**config.mk**
```make
export PLATFORM = sky130hd
export DESIGN_NAME = seed_collector
export DESIGN_NICKNAME = d
export VERILOG_FILES = /design/src/rtl/seed_collector.sv
export SDC_FILE = /design/constraint.sdc
export NUM_CORES = 1
export LEC_CHECK = 0
export BUFFER_PORTS_ARGS = -buffer_cell sky130_fd_sc_hd__buf_2
export CORE_ASPECT_RATIO = 1.5
export CORE_UTILIZATION = 54
export DETAILED_ROUTE_END_ITERATION = 6
export GPL_TIMING_DRIVEN = 0
export PLACE_DENSITY = 0.86
export SETUP_SLACK_MARGIN = 0.02
export SKIP_LAST_GASP = 1
export SYNTH_ARGS = -nofsm -noshare
export SYNTH_HDL_FRONTEND = slang
export SYNTH_SLANG_ARGS = --single-unit
```
**constraint.sdc**
```tcl
create_clock -name clk -period 6.8 [get_ports clk]
set_input_delay 2.04 -clock clk [delete_from_list [all_inputs] [get_ports clk]]
set_output_delay 2.04 -clock clk [all_outputs]
set_load 0.1 [all_outputs]
```
**src/rtl/seed_collector.sv**
```systemverilog
// Seed bus receiver: edge-detects the seed strobe, health-tests each seed,
// packs four healthy seeds per 32-bit word and buffers words in a small FIFO.
//
// state     | meaning
// ----------+---------------------------------------------------------
// S_IDLE    | not collecting; partial word discarded
// S_COLLECT | capturing seeds on strobe rising edges
// S_FAULT   | health test failed; captures blocked until fault_clear
module seed_collector #(
    parameter int FIFO_DEPTH = 4,
    parameter int REP_LIMIT  = 4
) (
    input  logic                          clk,
    input  logic                          reset,
    input  logic                          enable,
    input  logic [7:0]                    seed_in,
    input  logic                          seed_ready,
    output logic [31:0]                   word_out,
    output logic                          word_valid,
    input  logic                          word_ready,
    output logic [$clog2(FIFO_DEPTH):0]   fifo_level,
    output logic                          fault,
    output logic                          overflow,
    input  logic                          fault_clear
);

    localparam int AW    = $clog2(FIFO_DEPTH);
    localparam int LVL_W = AW + 1;

    typedef enum logic [1:0] {S_IDLE, S_COLLECT, S_FAULT} state_t;

    state_t        state;
    logic          prev_ready;
    logic [1:0]    byte_cnt;
    logic [23:0]   assembly;
    logic [7:0]    last_seed;
    logic [3:0]    rep_cnt;

    logic [31:0]   mem [FIFO_DEPTH];
    logic [AW-1:0] wr_ptr;
    logic [AW-1:0] rd_ptr;

    logic          capture;
    logic          accept;
    logic [3:0]    rep_next;
    logic          health_fail;
    logic          push;
    logic          pop;
    logic          full;
    logic          push_ok;
    logic [31:0]   push_word;

    assign capture     = seed_ready && !prev_ready && (state == S_COLLECT);
    // A capture in a fault_clear or disable cycle is dropped outright.
    assign accept      = capture && enable && !fault_clear;
    assign rep_next    = (seed_in == last_seed) ? rep_cnt + 4'd1 : 4'd1;
    assign health_fail = (seed_in == 8'h00) || (rep_next >= 4'(REP_LIMIT));
    assign push        = accept && !health_fail && (byte_cnt == 2'd3);
    assign push_word   = {seed_in, assembly};

    assign word_valid  = (fifo_level != '0);
    assign word_out    = mem[rd_ptr];
    assign pop         = word_valid && word_ready;
    assign full        = (fifo_level == LVL_W'(FIFO_DEPTH));
    assign push_ok     = push && (!full || pop);

    always_ff @(posedge clk) begin
        if (reset) begin
            state      <= S_IDLE;
            prev_ready <= 1'b0;
            byte_cnt   <= 2'd0;
            assembly   <= '0;
            last_seed  <= 8'h00;
            rep_cnt    <= 4'd0;
            fault      <= 1'b0;
        end else begin
            prev_ready <= seed_ready;
            if (fault_clear)
                fault <= 1'b0;

            if (!enable) begin
                state    <= S_IDLE;
                byte_cnt <= 2'd0;
            end else if (fault_clear || state == S_IDLE) begin
                state     <= S_COLLECT;
                byte_cnt  <= 2'd0;
                last_seed <= 8'h00;
                rep_cnt   <= 4'd0;
            end else if (accept) begin
                if (health_fail) begin
                    fault    <= 1'b1;
                    state    <= S_FAULT;
                    byte_cnt <= 2'd0;
                end else begin
                    case (byte_cnt)
                        2'd0:    assembly[7:0]   <= seed_in;
                        2'd1:    assembly[15:8]  <= seed_in;
                        2'd2:    assembly[23:16] <= seed_in;
                        default: ;
                    endcase
                    byte_cnt  <= byte_cnt + 2'd1;
                    last_seed <= seed_in;
                    rep_cnt   <= rep_next;
                end
            end
        end
    end

    // Full with a same-cycle pop: the write lands in the slot being vacated.
    always_ff @(posedge clk) begin
        if (reset) begin
            wr_ptr     <= '0;
            rd_ptr     <= '0;
            fifo_level <= '0;
            overflow   <= 1'b0;
            for (int i = 0; i < FIFO_DEPTH; i++)
                mem[i] <= '0;
        end else begin
            if (push_ok) begin
                mem[wr_ptr] <= push_word;
                wr_ptr      <= wr_ptr + 1'b1;
            end
            if (pop)
                rd_ptr <= rd_ptr + 1'b1;

            if (push_ok && !pop)
                fifo_level <= fifo_level + 1'b1;
            else if (pop && !push_ok)
                fifo_level <= fifo_level - 1'b1;

            if (fault_clear)
                overflow <= 1'b0;
            else if (push && full && !pop)
                overflow <= 1'b1;
        end
    end

endmodule

```
* Word-level counts from Yosys, hierarchy flattened *
Memory sizes are Yosys's and may differ from the RTL's. A register that Yosys moved wholly into a read port is not among the register bits.
Index checks and enable logic that the tools add are counted.

word-level totals
  register bits = 50
  RAM bits = 128
  output and inout bits = 38
  word-level logic and storage cells = 98
  memories = 1

memories
  memory  depth  width  rd ports  clocked after memory_dff  wr ports  RTL line  text
  mem     4      32     1         1                         4         39        logic [31:0] mem [FIFO_DEPTH];

operators by class
  add/sub/neg operators = 6
  $lt $le $gt $ge = 1
  equality and inequality tests = 7
  multiplexer cells = 28
  bitwise gates (word level) = 3
  reductions and logical operators = 38

operator list
  cell                 count
  $mux 32              1
  $reduce_or 32->1     1
  $mux 8               3
  $mux 4               4
  $reduce_and 5->1     3
  $mux 1               14
  $logic_and 1x1->1    12
  $eq 8x8->1           1
  $logic_not 8->1      1
  $mux 2               4
  $add 2x1->2 const B  3
  $logic_not 1->1      6
  $mux 3               2
  $reduce_bool 2->1    3
  $add 4x1->4 const B  1
  $eq 2x1->1 const B   2
  $eq 2x2->1 const B   2
  $ge 4x3->1 const B   1
  $logic_not 2->1      2
  $reduce_and 2->1     2
  $reduce_or 2->1      2
  $add 3x1->3 const B  1
  $eq 3x3->1 const B   1
  $logic_or 1x1->1     3
  other kinds (6)      8

* Logic depth before layout (Yosys ltp) *
  word-level depth = 13
  mapped depth = 12
  depth with buffers taken out = 11

* Least setup slack after synthesis *
No wires, ideal clock.

  kind = input-to-reg
  from = input port fault_clear
  to = memory mem[2][0], enable pin
  library setup time = 0.511 ns
  data arrival time = 6.261 ns
  path slack = 0.029 ns
  stages = 5
  path buffers = 0
  cells stage by stage = and2b_1 -> nand2_1 -> nor2_1 -> nand2_1 -> o41ai_1

RTL lines
  element             RTL line  text
  start: declaration  24        input logic fault_clear
  end: declaration    39

==> tab_implementation.tex <==
\begin{tabular}{lr}
\hline
Metric & Value \\
\hline
\multicolumn{2}{l}{\textbf{Logic synthesis}} \\
Flop and latch count out of synthesis & 180 \\
Mean instance size in the synthesized netlist & about 14 um\^{}2 \\
Mapped Area & 7890 um\^{}2 \\
Post-synth top area share & approximately half \\
Commonest register cell after synthesis & sky130\_fd\_sc\_hd\_\_edfxtp\_1 \\
Number of enable-type register cells in the synthesized netlist & $\sim$130 \\
Leading area contributor after synthesis & sky130\_fd\_sc\_hd\_\_edfxtp\_1 \\
Share of the yosys chip area belonging to registers & about three fifths \\
Cell with the most instances after synthesis & sky130\_fd\_sc\_hd\_\_and2\_1 \\
Dominant cells by area after synthesis & sky130\_fd\_sc\_hd\_\_edfxtp\_1 (49\%), sky130\_fd\_sc\_hd\_\_dfxtp\_1 (13\%), sky130\_fd\_sc\_hd\_\_and2\_1 (10\%), sky130\_fd\_sc\_hd\_\_mux4\_2 (9.1\%), sky130\_fd\_sc\_hd\_\_a31o\_2 (1.9\%) \\
Post-Syn Nets & 579 \\
Synthesized netlist cell count & roughly 560 \\
Distinct cell type count of the synthesized netlist & between 50 and 60 \\
Synthesis Warnings & 0 \\
Top cell types by occurrence after synthesis & sky130\_fd\_sc\_hd\_\_and2\_1 (132), sky130\_fd\_sc\_hd\_\_edfxtp\_1 (128), sky130\_fd\_sc\_hd\_\_dfxtp\_1 (52) \\
Post-synthesis async set-or-reset flop share & 0\% \\
\multicolumn{2}{l}{\textbf{Min path}} \\
HP Class & reg -> reg \\
\multicolumn{2}{l}{\textbf{Timing}} \\
Number of setup violations in the final report & 0 \\
Unrepaired setup endpoints after global routing & false \\
Hold Violations, Final & 0 \\
Clock Skew & roughly 0.01 ns \\
Final-report max-slew violation count & 0 \\
Minimum period implied by the final worst setup slack & 4.44 ns \\
Worst-case setup margin in the final layout & approximately 2.4 ns \\
Worst Max-Slew Pin Slew & between 0.8 and 0.9 ns \\
Worst rel slew slack & approximately 40\% \\
Highest Clock Rate & 225 MHz \\
Tcrit/Tclk final & between 60\% and 70\% \\
Post-Route Setup TNS & 0 ns \\
\multicolumn{2}{l}{\textbf{Pwr}} \\
Peak VDD IR & 0.187 mV \\
Switching power & roughly 0.54 mW \\
Clock group share of total power & around two fifths \\
Sequential cell fraction of total power & 52.2\% \\
Cell-internal power & 1.79 mW \\
Combinational share of power & 5.8\% \\
Switching fraction of total power & a little under a quarter \\
Power density of the placed cells & around 260 nW/um\^{}2 \\
Leakage & $\sim$3.4 nW \\
\multicolumn{2}{l}{\textbf{Clocking}} \\
Resize count post-CTS & 0 \\
CTS Buf Count & 17 \\
Number of buffers inserted for hold repair after clock tree synthesis & 0 \\
Total number of clock tree sinks & 180 \\
Clock tree buffer depth & 2 \\
Worst-Skew Late Latency & 0.44 ns \\
Number of post-CTS setup repair buffers & 0 \\
Number of levels the H-tree was split into & 4 \\
Clock transition at the registers of the reported paths & 0.07 ns \\
TritonCTS clock tree & built \\
Cell at the root of the clock tree & sky130\_fd\_sc\_hd\_\_clkbuf\_16 \\
\multicolumn{2}{l}{\textbf{Worst setup path}} \\
Crit-path max cell delay & 0.58 ns \\
Most Frequent Cell on Critical Path & sky130\_fd\_sc\_hd\_\_buf\_2 \\
Launching element type of the critical path & register \\
WP buf/inv & 3 \\
Slowest cell on crit path & sky130\_fd\_sc\_hd\_\_mux4\_2 \\
Maximum fanout along the worst path & 10 \\
Worst Path Required & approximately 4.8 ns \\
Reg-to-reg slack, setup & roughly 3.6 ns \\
CP Class & reg -> out \\
Top Family by Delay on Critical Path & buffers and inverters \\
Category of the worst setup path capture point & primary output \\
Endpoint arrival time on the critical path & 2.40 ns \\
Critical path cell sequence & clkbuf\_1 -> buf\_2 -> mux4\_2 -> buf\_2 \\
\multicolumn{2}{l}{\textbf{Final layout}} \\
Area taken by multi-input logic gates & approximately 2800 um\^{}2 \\
Fraction of layout instances using a drive strength above 1 & between 20\% and 30\% \\
\# diodes & 0 \\
Number of nets in the layout & $\sim$660 \\
Final cell count without fillers & about 840 \\
Synthesis-to-finish area growth & 15.7\% \\
Cell area after layout & a little over 9000 um\^{}2 \\
Filler cells & around 950 \\
Register area & 4880 um\^{}2 \\
\multicolumn{2}{l}{\textbf{Global route}} \\
Total GRT Usage & about a quarter \\
Total congestion overflow & 0 \\
Number of antenna violations at the first check in global routing & 0 \\
Number of global-route vias before repair & 5222 \\
Largest net degree at the start of global routing & 33 \\
Wire length of the first global-routing pass & 27000 um \\
\multicolumn{2}{l}{\textbf{Detailed routing}} \\
Initial detailed-routing violation count & 390 \\
Total DRC errors in the routed layout & 0 \\
Post-route antenna net violation count & 0 \\
Total wire length & 17000 um \\
First-pass detailed-route iteration total & 5 \\
Post-DR wirelength/cell & around 20 um \\
Post-DR vias/cell & roughly 5.8 \\
Total via count in the routed design & slightly below 5k \\
\multicolumn{2}{l}{\textbf{Floorplan}} \\
Count of standard-cell rows & 53 \\
Die height & around 150 um \\
Floorplan die area & 15100 um\^{}2 \\
Number of I/O pins & between 50 and 60 \\
Initial core utilization & between 50\% and 60\% \\
Placeable core region & about 14000 um\^{}2 \\
Floorplan die width & about 100 um \\
\multicolumn{2}{l}{\textbf{Placement}} \\
Dpl hpwl & about 12000 um \\
Final estimated routing congestion in global placement & slightly above 0.9 \\
Number of input and output port buffers inserted & 51 \\
Worst Setup Slack post-DPL & between 1.5 and 2 ns \\
Area post-placement & about 8500 um\^{}2 \\
Placed cells & between 800 and 900 \\
\multicolumn{2}{l}{\textbf{Run status}} \\
Result of the run & finished clean \\
\multicolumn{2}{l}{\textbf{Run}} \\
Max-cap violations & 0 \\
\hline
\end{tabular}
## area by class of cell
type,count,share of cell area (%)
Multi-Input combinational cell,330,30.8
Clock inverter,11,1.21
Timing Repair Buffer,60,4.05
Clock buffer,21,5.28
Buffer,31,1.80
Inverter,17,0.699
Tap cell,192,2.63
Sequential cell,180,53.5
## routing by layer
layer | vias up | track usage (%) | part of all wire (%)
li1 | 2222 | - | -
met1 | 2404 | 27.4 | 36
met2 | 217 | 43.5 | 55
met3 | 54 | 5.89 | 5.9
met4 | 0 | 11.9 | 2.9
met5 | - | 0 | 0
## kinds of logic after synthesis
kind of cell             Yosys count  synth area share (%)
AO/OA/AOI/OAI                     49                  5.12
XOR/XNOR                          12                  1.33
adder cells (fa/ha/maj)            7                  1.21
buffers and inverters             48                  2.89
flip-flops                       180                  61.9
multiplexers                      42                  10.4
AND/OR/NAND/NOR                  220                  17.1
## power by group through the flow
stage	Combinational, mW	Sequential [mW]	Clock, mW
2_1_floorplan	0.0959	1.24	0
3_3_place_gp	0.125	1.24	0
3_5_place_dp	0.135	1.24	0
4_1_cts	0.136	1.22	0.978
5_1_grt	0.141	1.22	1.02
6_report	0.136	1.22	0.977
## worst paths after layout
kind / cells after the start / to / from
worst min-delay path: 2 / fault / fault
worst max-delay path: 4 / word_out[24] / register
worst min register to register: 2 / fault / fault
worst max register to register: 8 / mem[1][20] / rep_cnt[0]
## stage by stage
step	hold WS [ns]	total power, mW	utilization [%]
global route	0.488	2.38	64.6
finish	0.477	2.33	64.6
floorplan	0.434	1.33	-
global placement	0.450	1.37	59.3
detailed placement	0.464	1.38	60.4
CTS	0.475	2.33	64.6
## worst reg2reg max path, cell delays in order, from the launching register on
cell and delay [ns]:
sky130_fd_sc_hd__dfxtp_1 0.41, sky130_fd_sc_hd__ha_1 0.20, sky130_fd_sc_hd__and2_1 0.15, sky130_fd_sc_hd__a31oi_1 0.11, sky130_fd_sc_hd__o211ai_1 0.56, sky130_fd_sc_hd__nand2_1 0.32
sky130_fd_sc_hd__buf_2 0.29, sky130_fd_sc_hd__o31ai_4 0.64, sky130_fd_sc_hd__buf_8 0.26
## cells in the final DEF (no fill, tap or decap), types with 8 or more instances in the layout
master / n
sky130_fd_sc_hd__a31o_2: 17
sky130_fd_sc_hd__and2_1: 132
sky130_fd_sc_hd__buf_2: 68
sky130_fd_sc_hd__clkbuf_1: 10
sky130_fd_sc_hd__clkbuf_16: 18
sky130_fd_sc_hd__dfxtp_1: 52
sky130_fd_sc_hd__edfxtp_1: 128
sky130_fd_sc_hd__inv_1: 17
sky130_fd_sc_hd__mux2i_1: 9
sky130_fd_sc_hd__mux4_2: 32
sky130_fd_sc_hd__nand2_1: 27
sky130_fd_sc_hd__nor2_1: 12
sky130_fd_sc_hd__nor4_1: 18
sky130_fd_sc_hd__o32ai_1: 8
sky130_fd_sc_hd__xor2_1: 12
## registers in the layout (all words and copies together), names as in the netlist, 2 cells and up, named ones only
name and flops:
mem 128, assembly 24, last_seed 8, rep_cnt 4, fifo_level 3, byte_cnt 2
rd_ptr 2, state 2, wr_ptr 2
Note: power is estimated with default switching activity, not from simulation.
